==> config.mk <==
export PLATFORM = sky130hd
export DESIGN_NAME = alu_ctrl
export DESIGN_NICKNAME = d
export VERILOG_FILES = /design/src/rtl/alu_pkg.sv /design/src/rtl/alu_decode.sv /design/src/rtl/alu_ctrl.sv
export SDC_FILE = /design/constraint.sdc
export NUM_CORES = 1
export LEC_CHECK = 0
export CAP_MARGIN = 10
export CORE_MARGIN = 4
export CORE_UTILIZATION = 41
export DETAILED_ROUTE_END_ITERATION = 6
export GPL_ROUTABILITY_DRIVEN = 0
export MAX_ROUTING_LAYER = met4
export PLACE_DENSITY = 0.87
export RECOVER_POWER = 25
export SYNTH_ARGS = -nofsm -noshare
export SYNTH_HDL_FRONTEND = slang
export SYNTH_SLANG_ARGS = --single-unit
==> constraint.sdc <==
create_clock -name clk -period 1.74 [get_ports clk]
set_input_delay 0.348 -clock clk [delete_from_list [all_inputs] [get_ports clk]]
set_output_delay 0.348 -clock clk [all_outputs]
set_load 0.01 [all_outputs]
==> src/rtl/alu_pkg.sv <==
// Shared constants for the ALU issue/collect stage: RV32I opcodes, the 5-bit
// ALU op encoding and the controller FSM state type.
package alu_pkg;

    localparam logic [6:0] OPC_OP     = 7'b0110011;
    localparam logic [6:0] OPC_OP_IMM = 7'b0010011;
    localparam logic [6:0] OPC_BRANCH = 7'b1100011;

    localparam logic [6:0] F7_BASE = 7'b0000000;
    localparam logic [6:0] F7_ALT  = 7'b0100000;

    // ALU op = {is_branch, f7[5], f3}
    localparam logic [4:0] ALU_ADD  = 5'b00000;
    localparam logic [4:0] ALU_SLL  = 5'b00001;
    localparam logic [4:0] ALU_SLT  = 5'b00010;
    localparam logic [4:0] ALU_SLTU = 5'b00011;
    localparam logic [4:0] ALU_XOR  = 5'b00100;
    localparam logic [4:0] ALU_SRL  = 5'b00101;
    localparam logic [4:0] ALU_OR   = 5'b00110;
    localparam logic [4:0] ALU_AND  = 5'b00111;
    localparam logic [4:0] ALU_SUB  = 5'b01000;
    localparam logic [4:0] ALU_SRA  = 5'b01101;
    localparam logic [4:0] ALU_BEQ  = 5'b10000;
    localparam logic [4:0] ALU_BNE  = 5'b10001;
    localparam logic [4:0] ALU_BLT  = 5'b10100;
    localparam logic [4:0] ALU_BGE  = 5'b10101;
    localparam logic [4:0] ALU_BLTU = 5'b10110;
    localparam logic [4:0] ALU_BGEU = 5'b10111;

    typedef enum logic [1:0] {
        ST_IDLE,
        ST_EXEC,
        ST_CAPT,
        ST_RESP
    } state_t;

endpackage

==> src/rtl/alu_decode.sv <==
// Combinational decode of one instruction into ALU op, operands, destination,
// branch flag, decode fault and branch target.
module alu_decode
    import alu_pkg::*;
(
    input  logic [31:0] instr,
    input  logic [31:0] rs1,
    input  logic [31:0] rs2,
    input  logic [31:0] pc,
    output logic [4:0]  op,
    output logic [31:0] a,
    output logic [31:0] b,
    output logic [4:0]  rd,
    output logic        is_branch,
    output logic        fault,
    output logic [31:0] target
);

    logic [6:0]  opcode;
    logic [2:0]  f3;
    logic [6:0]  f7;
    logic [31:0] imm_i;
    logic [31:0] imm_b;
    logic        unused_rs1_field;

    assign opcode = instr[6:0];
    assign f3     = instr[14:12];
    assign f7     = instr[31:25];
    assign imm_i  = {{20{instr[31]}}, instr[31:20]};
    assign imm_b  = {{19{instr[31]}}, instr[31], instr[7], instr[30:25], instr[11:8], 1'b0};
    assign target = pc + imm_b;

    // Register numbers arrive already resolved as rs1/rs2 values.
    assign unused_rs1_field = ^instr[19:15];

    always_comb begin
        // NOTE: every output gets a default first so no path can infer a latch.
        op        = ALU_ADD;
        a         = '0;
        b         = '0;
        rd        = instr[11:7];
        is_branch = 1'b0;
        fault     = 1'b0;
        case (opcode)
            OPC_OP: begin
                op    = {1'b0, f7[5], f3};
                a     = rs1;
                b     = rs2;
                fault = (f7 != F7_BASE) && (f7 != F7_ALT);
            end
            OPC_OP_IMM: begin
                a = rs1;
                b = imm_i;
                if (f3 == 3'b101) begin
                    op    = {1'b0, f7[5], f3};
                    fault = (f7 != F7_BASE) && (f7 != F7_ALT);
                end else begin
                    op    = {2'b00, f3};
                    fault = (f3 == 3'b001) && (f7 != F7_BASE);
                end
            end
            OPC_BRANCH: begin
                op        = {2'b10, f3};
                a         = rs1;
                b         = rs2;
                rd        = '0;
                is_branch = 1'b1;
            end
            default: begin
                fault = 1'b1;
            end
        endcase
    end

endmodule

==> src/rtl/alu_ctrl.sv <==
// Issue/collect stage around the one-cycle ALU: accept, drive registered ALU
// inputs, capture the result and hold it for the writeback/PC stage.
module alu_ctrl
    import alu_pkg::*;
(
    input  logic        clk,
    input  logic        reset_n,
    input  logic        in_valid,
    output logic        in_ready,
    input  logic [31:0] in_instr,
    input  logic [31:0] in_rs1,
    input  logic [31:0] in_rs2,
    input  logic [31:0] in_pc,
    output logic [4:0]  alu_op,
    output logic [31:0] alu_a,
    output logic [31:0] alu_b,
    input  logic [31:0] alu_out,
    input  logic        alu_fault,
    output logic        out_valid,
    input  logic        out_ready,
    output logic [4:0]  out_rd,
    output logic        out_wb_en,
    output logic [31:0] out_value,
    output logic        out_br_taken,
    output logic [31:0] out_br_target,
    output logic        out_fault
);

    logic [4:0]  dec_op;
    logic [31:0] dec_a, dec_b, dec_target;
    logic [4:0]  dec_rd;
    logic        dec_branch, dec_fault;

    alu_decode u_decode (
        .instr     (in_instr),
        .rs1       (in_rs1),
        .rs2       (in_rs2),
        .pc        (in_pc),
        .op        (dec_op),
        .a         (dec_a),
        .b         (dec_b),
        .rd        (dec_rd),
        .is_branch (dec_branch),
        .fault     (dec_fault),
        .target    (dec_target)
    );

    state_t      state_q, state_d;
    logic        in_ready_q, in_ready_d;
    logic [4:0]  alu_op_q, alu_op_d;
    logic [31:0] alu_a_q, alu_a_d, alu_b_q, alu_b_d;
    logic [4:0]  rd_q, rd_d;
    logic        branch_q, branch_d;
    logic        dec_fault_q, dec_fault_d;
    logic [31:0] target_q, target_d;
    logic        out_valid_q, out_valid_d;
    logic [4:0]  out_rd_q, out_rd_d;
    logic        out_wb_en_q, out_wb_en_d;
    logic [31:0] out_value_q, out_value_d;
    logic        out_br_taken_q, out_br_taken_d;
    logic [31:0] out_br_target_q, out_br_target_d;
    logic        out_fault_q, out_fault_d;
    logic        capt_fault;

    always_comb begin
        state_d         = state_q;
        in_ready_d      = in_ready_q;
        alu_op_d        = alu_op_q;
        alu_a_d         = alu_a_q;
        alu_b_d         = alu_b_q;
        rd_d            = rd_q;
        branch_d        = branch_q;
        dec_fault_d     = dec_fault_q;
        target_d        = target_q;
        out_valid_d     = out_valid_q;
        out_rd_d        = out_rd_q;
        out_wb_en_d     = out_wb_en_q;
        out_value_d     = out_value_q;
        out_br_taken_d  = out_br_taken_q;
        out_br_target_d = out_br_target_q;
        out_fault_d     = out_fault_q;
        capt_fault      = alu_fault | dec_fault_q;
        case (state_q)
            ST_IDLE: begin
                if (in_valid) begin
                    state_d     = ST_EXEC;
                    in_ready_d  = 1'b0;
                    alu_op_d    = dec_op;
                    alu_a_d     = dec_a;
                    alu_b_d     = dec_b;
                    rd_d        = dec_rd;
                    branch_d    = dec_branch;
                    dec_fault_d = dec_fault;
                    target_d    = dec_target;
                end
            end
            ST_EXEC: state_d = ST_CAPT;
            ST_CAPT: begin
                // The ALU result for the held inputs is valid during this cycle.
                state_d         = ST_RESP;
                out_valid_d     = 1'b1;
                out_value_d     = alu_out;
                out_fault_d     = capt_fault;
                out_rd_d        = rd_q;
                out_wb_en_d     = ~branch_q & ~capt_fault & (rd_q != 5'd0);
                out_br_taken_d  = branch_q & alu_out[0] & ~capt_fault;
                out_br_target_d = target_q;
            end
            ST_RESP: begin
                if (out_ready) begin
                    state_d     = ST_IDLE;
                    out_valid_d = 1'b0;
                    in_ready_d  = 1'b1;
                end
            end
            default: state_d = ST_IDLE;
        endcase
    end

    always_ff @(posedge clk or negedge reset_n) begin
        if (!reset_n) begin
            state_q         <= ST_IDLE;
            in_ready_q      <= 1'b1;
            alu_op_q        <= '0;
            alu_a_q         <= '0;
            alu_b_q         <= '0;
            rd_q            <= '0;
            branch_q        <= 1'b0;
            dec_fault_q     <= 1'b0;
            target_q        <= '0;
            out_valid_q     <= 1'b0;
            out_rd_q        <= '0;
            out_wb_en_q     <= 1'b0;
            out_value_q     <= '0;
            out_br_taken_q  <= 1'b0;
            out_br_target_q <= '0;
            out_fault_q     <= 1'b0;
        end else begin
            // NOTE: non-blocking updates so every flop sees pre-edge values.
            state_q         <= state_d;
            in_ready_q      <= in_ready_d;
            alu_op_q        <= alu_op_d;
            alu_a_q         <= alu_a_d;
            alu_b_q         <= alu_b_d;
            rd_q            <= rd_d;
            branch_q        <= branch_d;
            dec_fault_q     <= dec_fault_d;
            target_q        <= target_d;
            out_valid_q     <= out_valid_d;
            out_rd_q        <= out_rd_d;
            out_wb_en_q     <= out_wb_en_d;
            out_value_q     <= out_value_d;
            out_br_taken_q  <= out_br_taken_d;
            out_br_target_q <= out_br_target_d;
            out_fault_q     <= out_fault_d;
        end
    end

    assign in_ready      = in_ready_q;
    assign alu_op        = alu_op_q;
    assign alu_a         = alu_a_q;
    assign alu_b         = alu_b_q;
    assign out_valid     = out_valid_q;
    assign out_rd        = out_rd_q;
    assign out_wb_en     = out_wb_en_q;
    assign out_value     = out_value_q;
    assign out_br_taken  = out_br_taken_q;
    assign out_br_target = out_br_target_q;
    assign out_fault     = out_fault_q;

endmodule

==> flow_metrics.env <==
export IMPL_async_flop_share_pct=100
export IMPL_grt_pass1_wl_um=46600
export IMPL_postRouteAntennaNets=0
export IMPL_via_per_inst=5.54
export IMPL_final_nets=1447
export IMPL_crit_slowest_cell="nor4_2"
export IMPL_ys_ff_latch=184
export IMPL_clock_sinks=184
export IMPL_r2r_end="alu_b[28]"
export IMPL_swShare_pct=33.1
export IMPL_drive_gt1_share_pct=31.5
export IMPL_required_ns=2.06
export IMPL_dp_cells=1457
export IMPL_min_period_ns=2.12
export IMPL_place_area_mm2=0.0133
export IMPL_row_count=53
export IMPL_p_clk_share_pct=22.6
export IMPL_crit_start="in_instr[31]"
export IMPL_avgRoutedWirePerCell_um=21.0
export IMPL_rsz0062_at_grt="yes"
export IMPL_synth_area_per_cell_um2=10.9
export IMPL_power_switching_w=0.00583
export IMPL_synth_edff_count=0
export IMPL_p_per_area_mw_per_mm2=1180
export IMPL_regToRegSetupSlack_ns=0.14
export IMPL_io_buffer_count=302
export IMPL_setup_worst_path_end="target_q[25]"
export IMPL_dieArea_mm2=0.0237
export IMPL_crit_chain="buf_12, buf_12, buf_6, ha_4, nand2_1, buf_4, nor4_2, a21oi_1, o211ai_1, a21boi_1, xor2_1, o21ai_1"
export IMPL_rr_worst_depth=7
export IMPL_cpPeakStageDelay_ns=0.31
export IMPL_initial_core_util_pct=41.6
export IMPL_hold_ws_ns=0.158
export IMPL_drt_wl_total_um=32300
export IMPL_ys_top_cells_by_area="dfrtp_1, mux2_2, ha_1"
export IMPL_insertion_delay_ns=0.44
export IMPL_design_area_mm2=0.0149
export IMPL_hp_class="in -> reg"
export IMPL_grt_ovfl_total=0
export IMPL_synth_most_common_cell="dfrtp_1"
export IMPL_drc_errors=0
export IMPL_finClkSkew_ns=0.0112
export IMPL_cp_max_fo=7
export IMPL_fp_dieW_um=154
export IMPL_yosys_top_cells_count="dfrtp_1, nand2_1, o21ai_0, mux2_2, a21oi_1"
export IMPL_syn_inst=804
export IMPL_relSlewSlack_pct=34.4
export IMPL_p_total_w=0.0176
export IMPL_syn_nets=1004
export IMPL_die_y_um=154
export IMPL_status="finished, violations left"
export IMPL_grt_pass1_vias=8802
export IMPL_max_freq_mhz=472
export IMPL_drv_cap=0
export IMPL_worstMarginPinSlew_ns=0.984
export IMPL_hold_viol_final=0
export IMPL_cp_common_cell="buf_12"
export IMPL_p_leak_nw=7.18
export IMPL_endpoint_kind="flop"
export IMPL_violations="setup timing"
export IMPL_yosysTopAreaCell="dfrtp_1"
export IMPL_num_io_pins=308
export IMPL_synth_cell_types=63
export IMPL_clk_pin_slew_ns=0.08
export IMPL_synthToLayoutAreaGrowth_pct=70.8
export IMPL_seq_area_mm2=0.00461
export IMPL_comb_power_share_pct=41.4
export IMPL_finalMaxSlewViolations=0
export IMPL_cts_buffers=17
export IMPL_grt_max_degree=56
export IMPL_ys_warn_count=0
export IMPL_yosysTopAreaCellShare_pct=52.5
export IMPL_cts_max_level=4
export IMPL_antenna_found_initial=4
export IMPL_synth_flop_cell="dfrtp_1"
export IMPL_r2r_start="state_q[1]"
export IMPL_fillCellCount=1404
export IMPL_firstDrtPassIters=6
export IMPL_clock_path_buffers=2
export IMPL_p_int_w=0.0118
export IMPL_setup_slack_ns=-0.379
export IMPL_drt_iter0_drc=461
export IMPL_final_cells=1539
export IMPL_cts_tree="done"
export IMPL_arrival_ns=2.44
export IMPL_p_seq_share_pct=35.9
export IMPL_finish_utilization_pct=71.1
export IMPL_worstSetupPathType="in -> reg"
export IMPL_syn_cell_area_mm2=0.00873
export IMPL_timing_final_crit_share_pct=122
export IMPL_multi_input_area_mm2=0.00464
export IMPL_dp_hpwl_um=21400
export IMPL_setup_violations=19
export IMPL_vias=8523
export IMPL_crit_path_start_kind="input port"
export IMPL_ys_seq_area_share_pct=52.8
export IMPL_root_buffer="clkbuf_16"
export IMPL_ir_drop_v=0.000637
export IMPL_grt_use_total_pct=25.5
export IMPL_core_area_mm2=0.0210
## layer usage
metal / vias up / track usage (%) / wire [um]
met5: - / - / 0
met4: 0 / 10.3 / 1590
met3: 124 / 5.94 / 2340
met2: 470 / 41.9 / 16000
met1: 4146 / 30.3 / 12300
li1: 3783 / - / -
## kinds of logic after synthesis
family,count (synthesis),synth area share [%]
AOI/OAI and AO/OA,231,17.1
and+or+nand+nor,193,10.3
DFF,184,52.8
muxes,72,9.26
buffers and inverters,64,2.97
adders and majority gates,35,5.10
xor gates and xnor gates,25,2.51
## through the flow
stage               setup TNS [ns]  setup slack [ns]
floorplan                    -2.68            -0.347
global placement            -51.76            -0.995
detailed placement          -56.15             -1.09
CTS                         -0.987            -0.140
global route                 -6.84            -0.393
finish                       -3.15            -0.379
## worst max-delay path: cells and delay by family
family          cells  cell delay [ns]
fa+ha+maj           1             0.29
simple gates        2             0.45
xor+xnor            1             0.21
compound gates      4             0.55
buf+inv             4             0.57
## cells in the final DEF (no fill, tap or decap), drive strengths merged, types with 9 or more instances in the layout
cell           count
dfrtp            183
o21ai             78
and2               9
nand3             15
nor3              12
xnor2             13
clkdlybuf4s15      9
nor2              15
a22oi             12
nand2            105
nand4              9
inv               25
clkdlybuf4s50    213
dlygate4sd2       14
clkbuf            26
xor2              12
dlymetal6s2s      49
ha                34
a21oi             61
a22o              35
mux2              70
buf              174
## what timing repair did
| action | 4_1_cts | 5_1_grt |
|---|---|---|
| resized for setup | 159 | 129 |
| hold buffers | 1 | 0 |
| cloned | 1 | 3 |
| pin swaps | 78 | 63 |
| setup endpoints to repair | 51 | 135 |
| hold endpoints to repair | 32 | 0 |
| buffers inserted | 28 | 15 |
## state kept, by name, indices dropped and copies added (netlist names), 2 cells and up
signal and flops:
out_rd 5, alu_b 32, out_value 32, alu_op 5
rd_q 5, alu_a 32, state_q 2, out_br_target 32
target_q 32
## power by group through the flow
| stage | logic (W) | clock network (W) | registers [W] |
|---|---|---|---|
| 2_1_floorplan | 0.00291 | 0 | 0.00663 |
| 3_3_place_gp | 0.00664 | 0 | 0.00628 |
| 3_5_place_dp | 0.00683 | 0 | 0.00640 |
| 4_1_cts | 0.00707 | 0.00404 | 0.00632 |
| 5_1_grt | 0.00775 | 0.00422 | 0.00648 |
| 6_report | 0.00730 | 0.00398 | 0.00633 |
## worst min path at each step
stage | slack [ns] | endpoint | startpoint | cells after the start
after global placement | 0.28 | alu_b[10] | reset_n | 1
after CTS | 0.15 | rd_q[1] | in_instr[8] | 3
after global routing | 0.16 | rd_q[1] | in_instr[8] | 3
after detailed placement | 0.28 | alu_b[10] | reset_n | 1
after floorplan | 0.05 | alu_a[0] | reset_n | 0
final | 0.16 | rd_q[1] | in_instr[8] | 3
## final cells by class
| class | instances | share of cell area [%] |
|---|---|---|
| clock inverters | 13 | 1.07 |
| well taps | 275 | 2.31 |
| diodes | 4 | 0.0671 |
| clock buffers | 19 | 3.04 |
| inverters | 21 | 0.529 |
| repair buffers | 467 | 30.9 |
| multi-input cells | 556 | 31.2 |
| flip-flops and latches | 184 | 30.9 |
No activity file was read; power rests on OpenSTA's default activity.
